==> src/rtl/pipeline_ctrl_pkg.sv <==
// Shared pipeline-control definitions: sequencer state encoding and
// register/instruction constants used by the hazard and forwarding logic.
package pipeline_ctrl_pkg;

  typedef enum logic [1:0] {
    ST_RUN      = 2'd0,
    ST_REDIRECT = 2'd1,
    ST_FLUSH    = 2'd2,
    ST_STALL    = 2'd3
  } state_t;

  localparam logic [4:0]  REG_X0    = 5'd0;
  // addi x0, x0, 0 -- what a flushed pipeline register reads as
  localparam logic [31:0] NOP_INSTR = 32'h0000_0013;

endpackage

==> src/rtl/hazard_flush_ctrl_if.sv <==
// Bus between the EX/ID hazard sources and the hazard/flush sequencer.
// The master drives hazard inputs; the slave (sequencer) drives pipeline controls.
interface hazard_flush_ctrl_if #(
  parameter int XLEN  = 32,
  parameter int CNT_W = 16
);

  logic            ex_valid;
  logic            br_taken;
  logic [XLEN-1:0] br_target;
  logic            ex_mem_read;
  logic [4:0]      ex_rd;
  logic [4:0]      id_rs1;
  logic [4:0]      id_rs2;

  logic             pc_write;
  logic             ifid_write;
  logic             ifid_flush;
  logic             idex_flush;
  logic             pc_sel;
  logic [XLEN-1:0]  redirect_pc;
  logic             busy;
  logic [CNT_W-1:0] flush_cnt;
  logic [CNT_W-1:0] stall_cnt;

  modport master (
    output ex_valid, br_taken, br_target, ex_mem_read, ex_rd, id_rs1, id_rs2,
    input  pc_write, ifid_write, ifid_flush, idex_flush, pc_sel, redirect_pc,
           busy, flush_cnt, stall_cnt
  );

  modport slave (
    input  ex_valid, br_taken, br_target, ex_mem_read, ex_rd, id_rs1, id_rs2,
    output pc_write, ifid_write, ifid_flush, idex_flush, pc_sel, redirect_pc,
           busy, flush_cnt, stall_cnt
  );

endinterface

==> src/rtl/load_use_detect.sv <==
// Combinational load-use hazard detector: flags an ID instruction that reads
// the destination of a load still in EX. Shared with the forwarding unit.
module load_use_detect
  import pipeline_ctrl_pkg::*;
(
  input  logic       i_ex_valid,
  input  logic       i_ex_mem_read,
  input  logic [4:0] i_ex_rd,
  input  logic [4:0] i_id_rs1,
  input  logic [4:0] i_id_rs2,
  output logic       o_hit
);

  // x0 is hardwired to zero, so a load targeting it never creates a dependency
  assign o_hit = i_ex_valid & i_ex_mem_read & (i_ex_rd != REG_X0) &
                 ((i_ex_rd == i_id_rs1) | (i_ex_rd == i_id_rs2));

endmodule

==> src/rtl/hazard_flush_ctrl.sv <==
// Pipeline hazard/flush sequencer: taken-branch redirect + flush, load-use bubble.
// Optional HAZ_STATS_EN macro builds saturating redirect/stall event counters.
module hazard_flush_ctrl
  import pipeline_ctrl_pkg::*;
#(
  parameter int XLEN         = 32,
  parameter int FLUSH_CYCLES = 2,
  parameter int CNT_W        = 16
) (
  input  logic              clk,
  input  logic              reset_n,
  hazard_flush_ctrl_if.slave bus
);

  localparam int FC_W = (FLUSH_CYCLES > 1) ? $clog2(FLUSH_CYCLES) : 1;
  localparam logic [FC_W-1:0] CNT_LOAD = FC_W'(FLUSH_CYCLES - 1);

  state_t          r_state;
  state_t          w_nextState;
  logic [FC_W-1:0] r_cnt;
  logic [XLEN-1:0] r_redirectPc;

  logic w_hit;
  logic w_branch;
  logic w_accept;
  logic w_pcWrite;
  logic w_ifidWrite;
  logic w_ifidFlush;
  logic w_idexFlush;
  logic w_pcSel;

  load_use_detect u_loadUse (
    .i_ex_valid    (bus.ex_valid),
    .i_ex_mem_read (bus.ex_mem_read),
    .i_ex_rd       (bus.ex_rd),
    .i_id_rs1      (bus.id_rs1),
    .i_id_rs2      (bus.id_rs2),
    .o_hit         (w_hit)
  );

  assign w_branch = bus.ex_valid & bus.br_taken;
  // RUN and STALL both evaluate new hazards; REDIRECT/FLUSH are wrong-path cycles
  assign w_accept = (r_state == ST_RUN) | (r_state == ST_STALL);

  always_comb begin
    w_nextState = r_state;
    w_pcWrite   = 1'b1;
    w_ifidWrite = 1'b1;
    w_ifidFlush = 1'b0;
    w_idexFlush = 1'b0;
    w_pcSel     = 1'b0;
    case (r_state)
      ST_RUN, ST_STALL: begin
        if (w_branch) begin
          w_nextState = ST_REDIRECT;
        end else if (w_hit) begin
          w_nextState = ST_STALL;
          // Mealy stall is suppressed while reset is held so outputs keep reset values
          if (reset_n) begin
            w_pcWrite   = 1'b0;
            w_ifidWrite = 1'b0;
            w_idexFlush = 1'b1;
          end
        end else begin
          w_nextState = ST_RUN;
        end
      end
      ST_REDIRECT: begin
        w_pcSel     = 1'b1;
        w_ifidFlush = 1'b1;
        w_idexFlush = 1'b1;
        w_nextState = (CNT_LOAD == '0) ? ST_RUN : ST_FLUSH;
      end
      ST_FLUSH: begin
        w_ifidFlush = 1'b1;
        w_idexFlush = 1'b1;
        if (r_cnt == FC_W'(1)) w_nextState = ST_RUN;
      end
      default: w_nextState = ST_RUN;
    endcase
  end

  always_ff @(posedge clk or negedge reset_n) begin
    if (!reset_n) begin
      r_state      <= ST_RUN;
      r_cnt        <= '0;
      r_redirectPc <= '0;
    end else begin
      r_state <= w_nextState;
      if (r_state == ST_REDIRECT) begin
        r_cnt <= CNT_LOAD;
      end else if (r_state == ST_FLUSH && r_cnt != '0) begin
        r_cnt <= r_cnt - FC_W'(1);
      end
      if (w_accept && w_branch) r_redirectPc <= bus.br_target;
    end
  end

  assign bus.pc_write    = w_pcWrite;
  assign bus.ifid_write  = w_ifidWrite;
  assign bus.ifid_flush  = w_ifidFlush;
  assign bus.idex_flush  = w_idexFlush;
  assign bus.pc_sel      = w_pcSel;
  assign bus.redirect_pc = r_redirectPc;
  assign bus.busy        = (r_state != ST_RUN);

`ifdef HAZ_STATS_EN
  logic [CNT_W-1:0] r_flushCnt;
  logic [CNT_W-1:0] r_stallCnt;

  // Every REDIRECT/STALL entry counts, including back-to-back stalls; both saturate
  always_ff @(posedge clk or negedge reset_n) begin
    if (!reset_n) begin
      r_flushCnt <= '0;
      r_stallCnt <= '0;
    end else begin
      if (w_nextState == ST_REDIRECT && r_flushCnt != '1) r_flushCnt <= r_flushCnt + CNT_W'(1);
      if (w_nextState == ST_STALL && r_stallCnt != '1) r_stallCnt <= r_stallCnt + CNT_W'(1);
    end
  end

  assign bus.flush_cnt = r_flushCnt;
  assign bus.stall_cnt = r_stallCnt;
`else
  assign bus.flush_cnt = '0;
  assign bus.stall_cnt = '0;
`endif

endmodule

==> src/flat_wrapper.sv <==
// flat-port wrapper written by rule: the top's interface ports become plain ports
module hazard_flush_ctrl_flat import pipeline_ctrl_pkg::*;
#(
  parameter int XLEN         = 32,
  parameter int FLUSH_CYCLES = 2,
  parameter int CNT_W        = 16
)
  (clk, reset_n, bus_ex_valid, bus_br_taken, bus_br_target, bus_ex_mem_read, bus_ex_rd, bus_id_rs1, bus_id_rs2, bus_pc_write, bus_ifid_write, bus_ifid_flush, bus_idex_flush, bus_pc_sel, bus_redirect_pc, bus_busy, bus_flush_cnt, bus_stall_cnt);
  hazard_flush_ctrl_if #(.XLEN(XLEN), .CNT_W(CNT_W)) bus_i ();
  input  logic clk;
  input  logic reset_n;
  input wire logic [$bits(bus_i.ex_valid)-1:0] bus_ex_valid;
  input wire logic [$bits(bus_i.br_taken)-1:0] bus_br_taken;
  input wire logic [$bits(bus_i.br_target)-1:0] bus_br_target;
  input wire logic [$bits(bus_i.ex_mem_read)-1:0] bus_ex_mem_read;
  input wire logic [$bits(bus_i.ex_rd)-1:0] bus_ex_rd;
  input wire logic [$bits(bus_i.id_rs1)-1:0] bus_id_rs1;
  input wire logic [$bits(bus_i.id_rs2)-1:0] bus_id_rs2;
  output wire logic [$bits(bus_i.pc_write)-1:0] bus_pc_write;
  output wire logic [$bits(bus_i.ifid_write)-1:0] bus_ifid_write;
  output wire logic [$bits(bus_i.ifid_flush)-1:0] bus_ifid_flush;
  output wire logic [$bits(bus_i.idex_flush)-1:0] bus_idex_flush;
  output wire logic [$bits(bus_i.pc_sel)-1:0] bus_pc_sel;
  output wire logic [$bits(bus_i.redirect_pc)-1:0] bus_redirect_pc;
  output wire logic [$bits(bus_i.busy)-1:0] bus_busy;
  output wire logic [$bits(bus_i.flush_cnt)-1:0] bus_flush_cnt;
  output wire logic [$bits(bus_i.stall_cnt)-1:0] bus_stall_cnt;
  assign bus_i.ex_valid = bus_ex_valid;
  assign bus_i.br_taken = bus_br_taken;
  assign bus_i.br_target = bus_br_target;
  assign bus_i.ex_mem_read = bus_ex_mem_read;
  assign bus_i.ex_rd = bus_ex_rd;
  assign bus_i.id_rs1 = bus_id_rs1;
  assign bus_i.id_rs2 = bus_id_rs2;
  assign bus_pc_write = bus_i.pc_write;
  assign bus_ifid_write = bus_i.ifid_write;
  assign bus_ifid_flush = bus_i.ifid_flush;
  assign bus_idex_flush = bus_i.idex_flush;
  assign bus_pc_sel = bus_i.pc_sel;
  assign bus_redirect_pc = bus_i.redirect_pc;
  assign bus_busy = bus_i.busy;
  assign bus_flush_cnt = bus_i.flush_cnt;
  assign bus_stall_cnt = bus_i.stall_cnt;
  hazard_flush_ctrl #(.XLEN(XLEN), .FLUSH_CYCLES(FLUSH_CYCLES), .CNT_W(CNT_W)) u_core (.clk(clk), .reset_n(reset_n), .bus(bus_i));
endmodule
==> config.mk <==
export PLATFORM = sky130hd
export DESIGN_NAME = hazard_flush_ctrl_flat
export DESIGN_NICKNAME = d
export VERILOG_FILES = /design/src/rtl/pipeline_ctrl_pkg.sv /design/src/rtl/hazard_flush_ctrl_if.sv /design/src/rtl/load_use_detect.sv /design/src/rtl/hazard_flush_ctrl.sv /design/src/flat_wrapper.sv
export SDC_FILE = /design/constraint.sdc
export NUM_CORES = 1
export LEC_CHECK = 0
export CORE_MARGIN = 1.5
export CORE_UTILIZATION = 66
export DETAILED_ROUTE_END_ITERATION = 6
export DONT_BUFFER_PORTS = 1
export PLACE_DENSITY_LB_ADDON = 0.12
export SETUP_SLACK_MARGIN = 0.02
export SYNTH_ARGS = -nofsm -noshare
export SYNTH_HDL_FRONTEND = slang
export SYNTH_SLANG_ARGS = --single-unit
==> constraint.sdc <==
create_clock -name clk -period 3.6 [get_ports clk]
set_clock_uncertainty 0.2 [all_clocks]
set_input_delay 0.72 -clock clk [delete_from_list [all_inputs] [get_ports clk]]
set_output_delay 0.72 -clock clk [all_outputs]
set_load 0.02 [all_outputs]
==> key figures <==
Synth
  – Synth unique cells: 21
  – Count leader, synth: dfrtp_1
  – Post-synthesis sequential area ratio: 0.482
  – Post-synthesis register bit count: 35
  – Post-Syn Area per Cell: 12.8 µm²
  – Synthesized instance count: 142
  – Post-synth EDFFs: 0
  – Ys async rst share: 1.00
  – Cell accounting for the most synthesized area: dfrtp_1
  – Synth area leaders: dfrtp_1 48%, mux2_2 20%, buf_4 14%
  – Top cell type's share of synthesized area: 0.482
  – Cell Area, Synth: 0.00182 mm²
  – Ys Warns: 0
  – Ys flop type: dfrtp_1
  – Leading cell types by count after synthesis: 35 x dfrtp_1, 33 x buf_4, 33 x mux2_2, 10 x xor2_1

Worst setup path
  – Crit. End Element: primary output
  – Critical setup path kind: input port to primary output
  – Critical Path AT: 1.99 ns
  – Crit Path Max Fanout: 3
  – Setup crit start kind: input port
  – CP required: about 2.7 ns

Die
  – Die Y-Extent: 55.5 µm
  – # rows: 18
  – Die W: 55.5 µm
  – I/O Pins: 122
  – Initial core utilization: 0.714
  – Die area: 0.00308 mm²
  – Core Box Area: 0.00254 mm²

Final layout
  – # diodes: 0
  – Non-filler cells, final: 177
  – Reg area: around 880 µm²
  – Fin area: 0.00180 mm²
  – Fillers: 183
  – Layout Nets: approximately 200
  – Area of the multi-input gates: 773 µm²
  – Layout cells sized above 1: 0.333
  – Area delta synth->final: -0.895%

Hold path
  – Hold Path Class: register to register

Global route
  – GRT Total Usage: 0.201
  – Gr ovfl total: 0
  – Vias in the first global route: 956
  – Initial antenna violation count: 0
  – First-pass GRT wire length: 4.57 mm
  – Pin count of the biggest net entering global routing: 36

Power and ir drop
  – Leak: between 0.8 and 0.9 nW
  – Internal power: between 0.6 and 0.7 mW
  – Max VDD drop: 0.000489 V
  – Clock Power Share: 0.216
  – Register share of total power: 0.608
  – Comb power frac: 0.176
  – Switching part of the total power: 0.364
  – NetSw: 0.401 mW
  – PD cells: 611 mW/mm²

Placement
  – GPL Wtd Cong: roughly 0.7
  – Placed cell areas: 0.00170 mm²
  – Dpl ws: 0.694 ns
  – Cells after DPL: 167
  – Port Buffers: 0
  – Dpl hpwl: 2.23 mm

Timing
  – Relative slew slack: 0.437
  – Setup TNS: 0 ns
  – Crit path time final: 2.91 ns
  – Final setup viols: 0
  – Post-route clock period utilization: 0.808
  – RSZ-0062 raised after global routing: no
  – Hold slack final: 0.294 ns
  – Fmax: 344 MHz
  – Final count of pins violating max slew: 0
  – Post-route setup slack: 0.692 ns
  – Fin. Hold Viols: 0
  – Worst slew pin tran: 0.840 ns

Routing
  – Vias per inst: roughly 5.3
  – DR iter-0 viols: 16
  – WL per Instance: 16.6 µm
  – 1st-pass router iterations: 3
  – # DRC: 0
  – Post-Route WL: 2.95 mm
  – Vias: 942
  – Post-route ant nets: 0

CTS
  – Postcts setup bufs: 0
  – Hold Buf Count CTS: 2
  – Num CTS Buffers: 5
  – Clock Pin Slew Worst Setup and Hold Paths: roughly 0.10 ns
  – Root Buffer: clkbuf_4
  – Resize count post-CTS: 0
  – Buffer depth of the longest clock path: 2
  – Clock latency on the worst-skew pair: 0.34 ns
  – H-tree depth: 2
  – CTS tree: built
  – CTS Sinks: 35

Flow run
  – Max Cap Violations: 0

Outcome
  – Outcome: completed
==> through the flow <==
stage	total power, mW	util
floorplan	0.854	-
global placement	0.853	0.669
detailed placement	0.865	0.669
CTS	1.11	0.707
global route	1.15	0.707
finish	1.10	0.707
==> metal layers <==
metal	GRT usage	up-vias	share of wire
met3	0.103	6	0.12
met1	0.205	451	0.32
li1	-	415	-
met4	0.101	0	0.020
met2	0.335	70	0.54
met5	0	-	0
==> worst max-delay path: stages <==
cell and delay [ns]:
xor2_1 0.15, nor3_2 0.22, a22oi_2 0.13, nor4_2 0.36
nand3b_1 0.41
==> state kept, by name, indices dropped and copies added (netlist names) <==
register,flops
u_core.bus.redirect_pc,32
u_core.r_cnt,1
u_core.r_state,2
==> worst paths after layout <==
path | depth (start not counted) | start | slack, ns | endpoint
worst min register to register | 1 | u_core.r_cnt | 0.29 | u_core.r_cnt
worst max register to register | 4 | u_core.r_state[0] | 1.04 | u_core.bus.redirect_pc[9]
min in group asynchronous | 2 | reset_n | 0.63 | u_core.bus.redirect_pc[29]
worst max-delay path | 5 | bus_ex_rd[1] | 0.69 | bus_pc_write
worst min-delay path | 1 | u_core.r_cnt | 0.29 | u_core.r_cnt
max in group asynchronous | 2 | reset_n | 2.40 | u_core.bus.redirect_pc[13]
==> power by group through the flow <==
stage / clock [mW] / combinational (mW) / sequential [mW]
4_1_cts: 0.243 / 0.197 / 0.672
3_3_place_gp: 0 / 0.178 / 0.675
6_report: 0.238 / 0.194 / 0.669
5_1_grt: 0.260 / 0.213 / 0.682
3_5_place_dp: 0 / 0.188 / 0.677
2_1_floorplan: 0 / 0.197 / 0.656
==> layout by cell type, fill, tap and decap left out, drive strengths merged <==
cell         count
a21o             3
dlygate4sd3      1
nor2             5
clkbuf           8
a22oi            1
nor3             2
buf              1
ha               3
xor2            10
conb            32
inv              4
o21ai            1
nand3b           2
mux2            33
o41ai            1
or4              1
nand2            3
dfrtp           35
nor4             1
==> cell families after synthesis <==
logic type                 Yosys count  share of synthesized area
buffers and inverters               40                      0.156
DFF                                 35                      0.482
muxes                               33                      0.205
and+or+nand+nor                     14                     0.0551
xor gates and xnor gates            10                     0.0482
AOI/OAI and AO/OA                    6                     0.0310
adders and majority gates            3                     0.0207
other                                1                    0.00206
==> layout make-up <==
type	instances	share of cell area
clock buffers	8	0.0382
well taps	30	0.0208
inverters	4	0.00834
repair buffers	2	0.0167
multi-input cells	98	0.429
flip-flops and latches	35	0.486
Note: power is estimated with default switching activity, not from simulation.
